===== config.mk =====
export PLATFORM = sky130hd
export DESIGN_NAME = rf_wb_arbiter
export DESIGN_NICKNAME = d
export VERILOG_FILES = /design/src/rtl/rf_pkg.sv /design/src/rtl/rr_arbiter.sv /design/src/rtl/rf_wb_arbiter.sv
export SDC_FILE = /design/constraint.sdc
export NUM_CORES = 1
export LEC_CHECK = 0
export ABC_AREA = 1
export BUFFER_PORTS_ARGS = -buffer_cell sky130_fd_sc_hd__clkbuf_2
export CAP_MARGIN = 20
export CORE_ASPECT_RATIO = 2
export CORE_UTILIZATION = 40
export DETAILED_ROUTE_END_ITERATION = 8
export GPL_TIMING_DRIVEN = 0
export PLACE_DENSITY = 0.73
export RECOVER_POWER = 50
export SLEW_MARGIN = 25
export SYNTH_ARGS = -nofsm -noshare
export SYNTH_HDL_FRONTEND = slang
export SYNTH_SLANG_ARGS = --single-unit

===== constraint.sdc =====
create_clock -name clk -period 2.2 [get_ports clk]
set_input_delay 0.11 -clock clk [delete_from_list [all_inputs] [get_ports clk]]
set_output_delay 0.11 -clock clk [all_outputs]
set_load 0.1 [all_outputs]

===== src/rtl/rf_pkg.sv =====
// Shared register-file types and constants for the writeback path.
package rf_pkg;

    localparam int unsigned XLEN       = 32;
    localparam int unsigned REG_ADDR_W = 5;
    localparam int unsigned NUM_REGS   = 32;

    typedef struct packed {
        logic [REG_ADDR_W-1:0] addr;
        logic [XLEN-1:0]       data;
    } wb_req_t;

    // One-hot register mask for a destination address.
    function automatic logic [NUM_REGS-1:0] reg_onehot(input logic [REG_ADDR_W-1:0] a);
        reg_onehot    = '0;
        reg_onehot[a] = 1'b1;
    endfunction

endpackage


===== src/rtl/rr_arbiter.sv =====
// Pure combinational round-robin search: first set request at or after ptr_i, wrapping.
module rr_arbiter #(
    parameter int unsigned NREQ  = 2,
    parameter int unsigned IDX_W = (NREQ > 1) ? $clog2(NREQ) : 1
) (
    input  logic [NREQ-1:0]  req_i,
    input  logic [IDX_W-1:0] ptr_i,
    output logic [NREQ-1:0]  grant_o,
    output logic [IDX_W-1:0] idx_o,
    output logic             valid_o
);

    logic [IDX_W-1:0] cand;
    logic             found;

    always_comb begin
        grant_o = '0;
        idx_o   = '0;
        cand    = '0;
        found   = 1'b0;
        for (int unsigned k = 0; k < NREQ; k++) begin
            cand = IDX_W'((32'(ptr_i) + k) % NREQ);
            if (!found && req_i[cand]) begin
                found         = 1'b1;
                grant_o[cand] = 1'b1;
                idx_o         = cand;
            end
        end
        valid_o = found;
    end

endmodule


===== src/rtl/rf_wb_arbiter.sv =====
// Round-robin share of the RF write port with a one-entry registered output stage.
// Optional read bypass of the in-flight write under RF_WB_BYPASS_EN.
module rf_wb_arbiter
    import rf_pkg::*;
#(
    parameter int unsigned NREQ = 2
) (
    input  logic                       clk,
    input  logic                       rst,
    input  logic                       hold,
    input  logic [NREQ-1:0]            req_valid,
    output logic [NREQ-1:0]            req_ready,
    input  logic [NREQ*REG_ADDR_W-1:0] req_addr,
    input  logic [NREQ*XLEN-1:0]       req_data,
    output logic                       WE3,
    output logic [REG_ADDR_W-1:0]      A3,
    output logic [XLEN-1:0]            WD3,
    output logic [NUM_REGS-1:0]        pending_mask
`ifdef RF_WB_BYPASS_EN
   ,input  logic [REG_ADDR_W-1:0]      rs1_addr,
    input  logic [REG_ADDR_W-1:0]      rs2_addr,
    input  logic [XLEN-1:0]            rs1_rf,
    input  logic [XLEN-1:0]            rs2_rf,
    output logic [XLEN-1:0]            rs1_data,
    output logic [XLEN-1:0]            rs2_data
`endif
);

    localparam int unsigned IDX_W = (NREQ > 1) ? $clog2(NREQ) : 1;

    wb_req_t          req [NREQ];
    logic [NREQ-1:0]  req_elig;
    logic [NREQ-1:0]  grant;
    logic [IDX_W-1:0] grant_idx;
    logic             grant_any;
    wb_req_t          win;

    logic [IDX_W-1:0]      ptr_q,  ptr_d;
    logic                  we_q,   we_d;
    logic [REG_ADDR_W-1:0] a3_q,   a3_d;
    logic [XLEN-1:0]       wd3_q,  wd3_d;
    logic [NUM_REGS-1:0]   pend_q, pend_d;

    for (genvar i = 0; i < int'(NREQ); i++) begin : g_unpack
        assign req[i].addr = req_addr[REG_ADDR_W*i +: REG_ADDR_W];
        assign req[i].data = req_data[XLEN*i +: XLEN];
    end

    // Reset and hold both suppress every grant; the pointer then stays put.
    assign req_elig = (rst || hold) ? '0 : req_valid;

    rr_arbiter #(
        .NREQ  (NREQ),
        .IDX_W (IDX_W)
    ) u_rr (
        .req_i   (req_elig),
        .ptr_i   (ptr_q),
        .grant_o (grant),
        .idx_o   (grant_idx),
        .valid_o (grant_any)
    );

    assign req_ready = grant;
    assign win       = req[grant_idx];

    always_comb begin
        ptr_d  = ptr_q;
        we_d   = 1'b0;
        a3_d   = a3_q;
        wd3_d  = wd3_q;
        pend_d = '0;
        if (grant_any) begin
            ptr_d = (grant_idx == IDX_W'(NREQ - 1)) ? '0 : grant_idx + IDX_W'(1);
            // Writes to x0 are accepted but never reach the RF.
            we_d  = (win.addr != '0);
            a3_d  = win.addr;
            wd3_d = win.data;
            if (we_d) begin
                pend_d = reg_onehot(win.addr);
            end
        end
    end

    always_ff @(posedge clk) begin
        if (rst) begin
            ptr_q  <= '0;
            we_q   <= 1'b0;
            a3_q   <= '0;
            wd3_q  <= '0;
            pend_q <= '0;
        end else begin
            ptr_q  <= ptr_d;
            we_q   <= we_d;
            a3_q   <= a3_d;
            wd3_q  <= wd3_d;
            pend_q <= pend_d;
        end
    end

    assign WE3          = we_q;
    assign A3           = a3_q;
    assign WD3          = wd3_q;
    assign pending_mask = pend_q;

`ifdef RF_WB_BYPASS_EN
    assign rs1_data = (we_q && (a3_q == rs1_addr) && (rs1_addr != '0)) ? wd3_q : rs1_rf;
    assign rs2_data = (we_q && (a3_q == rs2_addr) && (rs2_addr != '0)) ? wd3_q : rs2_rf;
`endif

endmodule


==> parameters.txt, run 1 <==
Parameter                              Value

Outcome
  Run status ... finished, final reports clean

Power and ir drop
  Proportion of power drawn by flip-flops and latches ... 39.0%
  Share of power burned in the clock network ... 41.4%
  Switching power total ... 1.09 mW
  Switching share of power ... 31.2%
  Internal power summed over all cells ... 2.40 mW
  Maximum ir drop on the vdd rail ... 0.000639 V
  Final Power ... 3.49 mW
  Power density cells ... 910 nW/um^2
  Part of the total power dissipated in combinational logic ... 19.6%
  Static leakage ... 1.91 nW

Clock tree
  Clock slew seen by the registers of the worst setup and hold paths ... 0.05 ns
  Clock network latency to the later pin of the worst-skew pair ... 0.33 ns
  Number of buffers inserted to repair setup after CTS ... 0
  CTS Buf Count ... 9
  Root Buffer ... clkbuf_16
  CTS H-tree lvls ... 3
  Clock Sinks ... 71
  Number of buffers inserted for hold repair after clock tree synthesis ... 0
  Max clock buf depth ... 2
  Resize count post-CTS ... 0
  TritonCTS clock tree ... built

Worst hold path
  Origin of the worst min-delay path ... rst
  Class of the tightest hold or removal check ... input port to flip-flop

Worst setup path
  Sort of element at the start of the critical path ... flip-flop
  Peak per-stage delay on the critical path ... 0.47 ns
  Critical path required time ... 2.09 ns
  Biggest fanout along the worst timing path ... 10
  Family of cells with the greatest summed delay on the critical path ... buffers and inverters
  Worst setup EP type ... output pin
  Launch point of the worst path ... ptr_q
  Cell type of the slowest stage on the worst timing path ... clkbuf_2
  Launch instance of the worst register-to-register path ... ptr_q
  Arrival time reported for the critical path endpoint ... 1.96 ns
  Chain of cells forming the critical path ... inv_1 > nand2_1 > nand3_2 > buf_6 > inv_2 > buf_4 > nor2_2 > clkbuf_2
  Worst path buffer plus inverter count ... 5
  Setup Crit Path Kind ... flip-flop to output pin

Yosys
  Count of unique library cells instantiated by Yosys ... 21
  Library cell with the highest instance count after synthesis ... nand2_1
  Ranking of synthesized cells by instance count ... nand2_1, dfxtp_1, inv_1
  Proportion of register bits with asynchronous set or reset after synthesis ... 0%
  Post-synth top area share ... 51.4%
  Cell types with the largest area share after synthesis ... dfxtp_1, nand2_1, o211ai_1
  Sequential fraction of the synthesis area ... 51.4%
  Post-Syn Instances ... 349
  Mean post-synth cell area ... 7.92 um^2
  Post-synth top flop ... dfxtp_1
  Flops & latches, synth ... 71
  Net Count, Synth ... 428
  Biggest area consumer among synthesized cells ... dfxtp_1
  Number of warnings issued by yosys ... 0
  Number of enable flip-flop cells after synthesis ... 0
  Area of the mapped netlist ... 2770 um^2

Route
  Wirelength per Cell ... 12.5 um
  Number of optimization iterations in the first detailed-route pass ... 4
  Total via count after detailed routing ... 2817
  First DRT Iteration DRCs ... 90
  Number of remaining DRC errors ... 0
  Post-route antenna net violation count ... 0
  Number of vias per cell ... 4.68
  Detailed-route wire length ... 7.55 mm

Floorplanning
  Area enclosed by the die boundary ... 7270 um^2
  Std cell rows ... 42
  Core outline area ... 6620 um^2
  Die width ... 60.8 um
  Die Span Y ... 120 um
  Number of top-level pins ... 151
  Initial Util ... 41.8%

Layout
  Fraction of layout instances using a drive strength above 1 ... 24.1%
  Number of antenna diodes ... 0
  Layout Nets ... 589
  Synthesis-to-layout area growth ... 38.9%
  Final std cells w/o fill ... 602

Flow run
  Maximum capacitance violations ... 0

GRT
  Number of global-route vias before repair ... 2606
  Pin count of the biggest net entering global routing ... 12
  GR Util All Layers ... 22.3%
  Overflow left after global routing ... 0
  Initial antenna violation count ... 0
  Global-route wire length before repair ... 11.9 mm

Timing
  Post-layout minimum cycle time ... 2.07 ns
  RSZ-0062 raised after global routing ... no
  Worst slew margin relative to its limit ... 19.2%
  Final setup TNS ... 0 ns
  Final Hold Vio Count ... 0
  Transition at the pin with the smallest max-transition slack ... 1.22 ns
  Final Max Tran Viols ... 0
  Upper clock frequency limit ... 0.483 GHz
  Setup-failing EPs final ... 0
  Worst Skew ... 0.00396 ns
  Tcrit/Tclk final ... 94.0%

Placed design
  Total instance count after detailed placement ... 587
  HPWL after detailed placement ... 5.86 mm
  Port buffer count ... 150
  GP Congestion ... 0.890
per-stage QoR:
stage	hold slack, ns	worst slack, ns	area [um^2]	util, %
6_report	0.0383	0.131	3840	58.0
5_1_grt	0.0558	0.0119	3840	58.0
4_1_cts	0.0307	0.106	3930	59.3
3_5_place_dp	0.379	0.468	3630	54.8
3_3_place_gp	0.374	0.484	3630	54.8
2_1_floorplan	0.188	0.296	2770	-
power by group through the flow:
stage | Sequential, mW | Combinational (mW) | Clock (mW)
global placement | 1.39 | 0.694 | 0
CTS | 1.36 | 0.702 | 1.46
finish | 1.36 | 0.687 | 1.45
detailed placement | 1.39 | 0.700 | 0
floorplan | 1.74 | 0.178 | 0
global route | 1.37 | 0.727 | 1.53
placed cells by master (no fill, tap or decap), drive strengths merged:
| cell | n |
|---|---|
| clkbuf | 168 |
| clkinv | 1 |
| buf | 12 |
| nor2 | 37 |
| o211ai | 37 |
| nand2 | 82 |
| nand3 | 43 |
| clkinvlp | 1 |
| o21ai | 1 |
| nand4 | 5 |
| inv | 53 |
| conb | 1 |
| bufinv | 1 |
| a211oi | 1 |
| dfxtp | 71 |
worst register-to-register path, cell delays in order (launching register included):
cell and delay [ns]:
dfxtp_1 0.29, inv_1 0.06, nand2_1 0.16, nand3_2 0.12, buf_6 0.16, clkbuf_1 0.35, nand2_1 0.10, nand3_1 0.10
o211ai_1 0.09, inv_1 0.07
worst paths after layout:
kind	to	slack, ns	cells after the start
setup / recovery	req_ready[0]	0.13	8
hold / removal	ptr_q	0.04	2
setup reg to reg	WD3[14]	0.63	9
hold reg to reg	ptr_q	0.47	2
state kept, by name (all words and copies together) (netlist names):
register / cells
WE3: 1
ptr_q: 1
A3: 5
WD3: 32
pending_mask: 32
area by class of cell:
cell class | instances | area [um^2]
Fill cell | 687 | 2780
Inverter | 53 | 199
Sequential cell | 71 | 1420
Buffer | 18 | 96.3
Clock buffer | 12 | 256
Tap cell | 88 | 110
Timing Repair Buffer | 150 | 663
Clock inverter | 3 | 42.5
Multi-Input combinational cell | 207 | 1050
layer usage:
layer | wire length (um) | track usage (%) | part of all wire [%]
met1 | 2680 | 22.2 | 36
met2 | 4150 | 39.3 | 55
met3 | 398 | 4.96 | 5.3
met4 | 324 | 14.2 | 4.3
met5 | 0 | 0 | 0
cell families (layout without fill, tap and decap cells):
family / count (synthesis) / count (layout) / share of synthesized area (%)
buffers and inverters: 71 / 236 / 10.7
DFF: 71 / 71 / 51.4
other: 1 / 1 / 0.136
AOI/OAI and AO/OA: 39 / 39 / 10.6
and+or+nand+nor: 167 / 167 / 27.1
Power figures use the tool's default switching activity.
==> inputs of run 2 (changes only) <==
--- a/config.mk
+++ b/config.mk
@@ -9,10 +9,10 @@
 export BUFFER_PORTS_ARGS = -buffer_cell sky130_fd_sc_hd__clkbuf_2
 export CAP_MARGIN = 20
 export CORE_ASPECT_RATIO = 2
-export CORE_UTILIZATION = 40
+export CORE_UTILIZATION = 45
 export DETAILED_ROUTE_END_ITERATION = 8
 export GPL_TIMING_DRIVEN = 0
-export PLACE_DENSITY = 0.73
+export PLACE_DENSITY = 0.81
 export RECOVER_POWER = 50
 export SLEW_MARGIN = 25
 export SYNTH_ARGS = -nofsm -noshare
==> run 2 against run 1 <==
Against the previous run:
- the run now ends with DRC left
- sequential share of layout area grew 0.25 points
- design area shrank 0.68%
- flip-flop and latch count did not move
- hold slack got worse by 0.011 ns
- critical path type unchanged
==> parameters.txt, run 2 (synthesis results as in run 1) <==
Parameter                              Value

Timing
  Hold_ws ... 0.0276 ns
  RSZ-0062 raised after global routing ... no
  Transition at the pin with the smallest max-transition slack ... 1.23 ns
  Setup-failing EPs final ... 0
  Upper clock frequency limit ... 0.487 GHz
  Worst Skew ... 0.00189 ns
  Final setup TNS ... 0 ns
  Final Hold Vio Count ... 0
  Post-layout minimum cycle time ... 2.05 ns
  Tcrit/Tclk final ... 93.3%
  Worst slew margin relative to its limit ... 18.6%
  Final Max Tran Viols ... 0

Placed design
  Port buffer count ... 150
  Post-Place Cell Area ... 3600 um^2
  GP Congestion ... 0.884
  Total instance count after detailed placement ... 562
  HPWL after detailed placement ... 5.63 mm

Power and ir drop
  Power density cells ... 920 nW/um^2
  Share of power burned in the clock network ... 41.6%
  Internal power summed over all cells ... 2.41 mW
  Maximum ir drop on the vdd rail ... 0.000520 V
  Final Power ... 3.51 mW
  Switching power total ... 1.10 mW
  Static leakage ... 1.92 nW
  Part of the total power dissipated in combinational logic ... 19.6%
  Switching share of power ... 31.3%
  Proportion of power drawn by flip-flops and latches ... 38.8%

Floorplanning
  Number of top-level pins ... 151
  Die Span Y ... 113 um
  Initial Util ... 46.4%
  Core outline area ... 5960 um^2
  Die width ... 57.4 um
  Std cell rows ... 40
  Area enclosed by the die boundary ... 6480 um^2

Clock tree
  Clock Sinks ... 71
  CTS H-tree lvls ... 3
  Number of buffers inserted for hold repair after clock tree synthesis ... 0
  Root Buffer ... clkbuf_16
  Number of buffers inserted to repair setup after CTS ... 0
  CTS Buf Count ... 9
  Clock network latency to the later pin of the worst-skew pair ... 0.33 ns
  TritonCTS clock tree ... built
  Resize count post-CTS ... 0
  Max clock buf depth ... 2
  Clock slew seen by the registers of the worst setup and hold paths ... 0.05 ns

Worst setup path
  R2r endpoint ... WD3[29]
  Critical path required time ... 2.09 ns
  Biggest fanout along the worst timing path ... 10
  Cells on worst reg2reg path ... 9
  Arrival time reported for the critical path endpoint ... 1.94 ns
  Sort of element at the start of the critical path ... flip-flop
  Setup slack of the most critical reg-to-reg path ... 0.61 ns
  Launch instance of the worst register-to-register path ... ptr_q
  Worst setup EP type ... output pin
  Setup Crit Path Kind ... flip-flop to output pin

Layout
  Multi-input combinational cell area ... 1050 um^2
  Layout Nets ... 589
  Fraction of layout instances using a drive strength above 1 ... 24.3%
  Number of filler cells placed in the layout ... 567
  Number of antenna diodes ... 0
  Non-Filler Cell Area, Final ... 3810 um^2
  Top library cells by usage in the layout, fill and taps aside ... clkbuf_2, nand2_1, clkbuf_1, dfxtp_1, inv_1
  Leading cell type in the layout, fill and taps excluded ... clkbuf_2
  Synthesis-to-layout area growth ... 37.9%
  Final std cells w/o fill ... 578
  Reg area ... 1420 um^2

Route
  Number of optimization iterations in the first detailed-route pass ... 6
  Number of vias per cell ... 4.92
  Total via count after detailed routing ... 2842
  Post-route antenna net violation count ... 0
  First DRT Iteration DRCs ... 123
  Wirelength per Cell ... 12.9 um
  Number of remaining DRC errors ... 10
  Detailed-route wire length ... 7.44 mm

GRT
  Number of global-route vias before repair ... 2765
  GR Util All Layers ... 24.5%
  Global-route wire length before repair ... 12.2 mm
  Overflow left after global routing ... 0
  Pin count of the biggest net entering global routing ... 13
  Initial antenna violation count ... 0

Flow run
  Maximum capacitance violations ... 0

Worst hold path
  Origin of the worst min-delay path ... rst
  End point of the worst hold path ... ptr_q
  Cell depth of the worst min-delay path ... 2
  Class of the tightest hold or removal check ... input port to flip-flop

Outcome
  Run status ... finished, violations left
  Failing checks ... DRC
run 2: layout make-up:
type | count | share of cell area [%]
clock buffer | 11 | 6.63
multi-input combinational | 207 | 27.4
clock inverter | 5 | 1.48
buffer | 18 | 2.53
sequential | 71 | 37.3
tap | 63 | 2.07
inverter | 53 | 5.22
timing repair buffer | 150 | 17.4
run 2: worst max path at each step:
stage,startpoint,endpoint,slack [ns],depth (start not counted)
finish,ptr_q,req_ready[1],0.15,7
global placement,ptr_q,req_ready[1],0.52,7
floorplan,ptr_q,req_ready[0],0.30,7
CTS,ptr_q,req_ready[1],0.16,7
global route,ptr_q,req_ready[0],0.04,8
detailed placement,ptr_q,req_ready[1],0.52,7
run 2: through the flow:
stage | worst slack [ns] | utilization, %
2_1_floorplan | 0.296 | -
3_3_place_gp | 0.520 | 60.4
3_5_place_dp | 0.525 | 60.4
4_1_cts | 0.163 | 65.6
5_1_grt | 0.0416 | 64.0
6_report | 0.146 | 64.0
run 2: power by group through the flow:
stage	clock network (mW)	registers [mW]	logic [mW]
4_1_cts	1.47	1.36	0.702
5_1_grt	1.52	1.37	0.726
3_5_place_dp	0	1.39	0.699
6_report	1.46	1.36	0.686
3_3_place_gp	0	1.39	0.691
2_1_floorplan	0	1.74	0.178
run 2: worst max-delay path: stages (launching register included):
cell	delay (ns)
dfxtp_1	0.30
inv_1	0.04
nand2_1	0.15
nand3_1	0.13
buf_6	0.17
inv_2	0.13
buf_4	0.20
clkbuf_2	0.47
run 2: layer usage:
layer  share of wire, %  vias to the layer above  global-route usage [%]
met5                  0                        -                       0
met4                4.3                        0                    17.6
met3                5.7                       26                    4.00
met2                 54                      129                    44.5
met1                 36                     1250                    24.0
li1                   -                     1437                       -
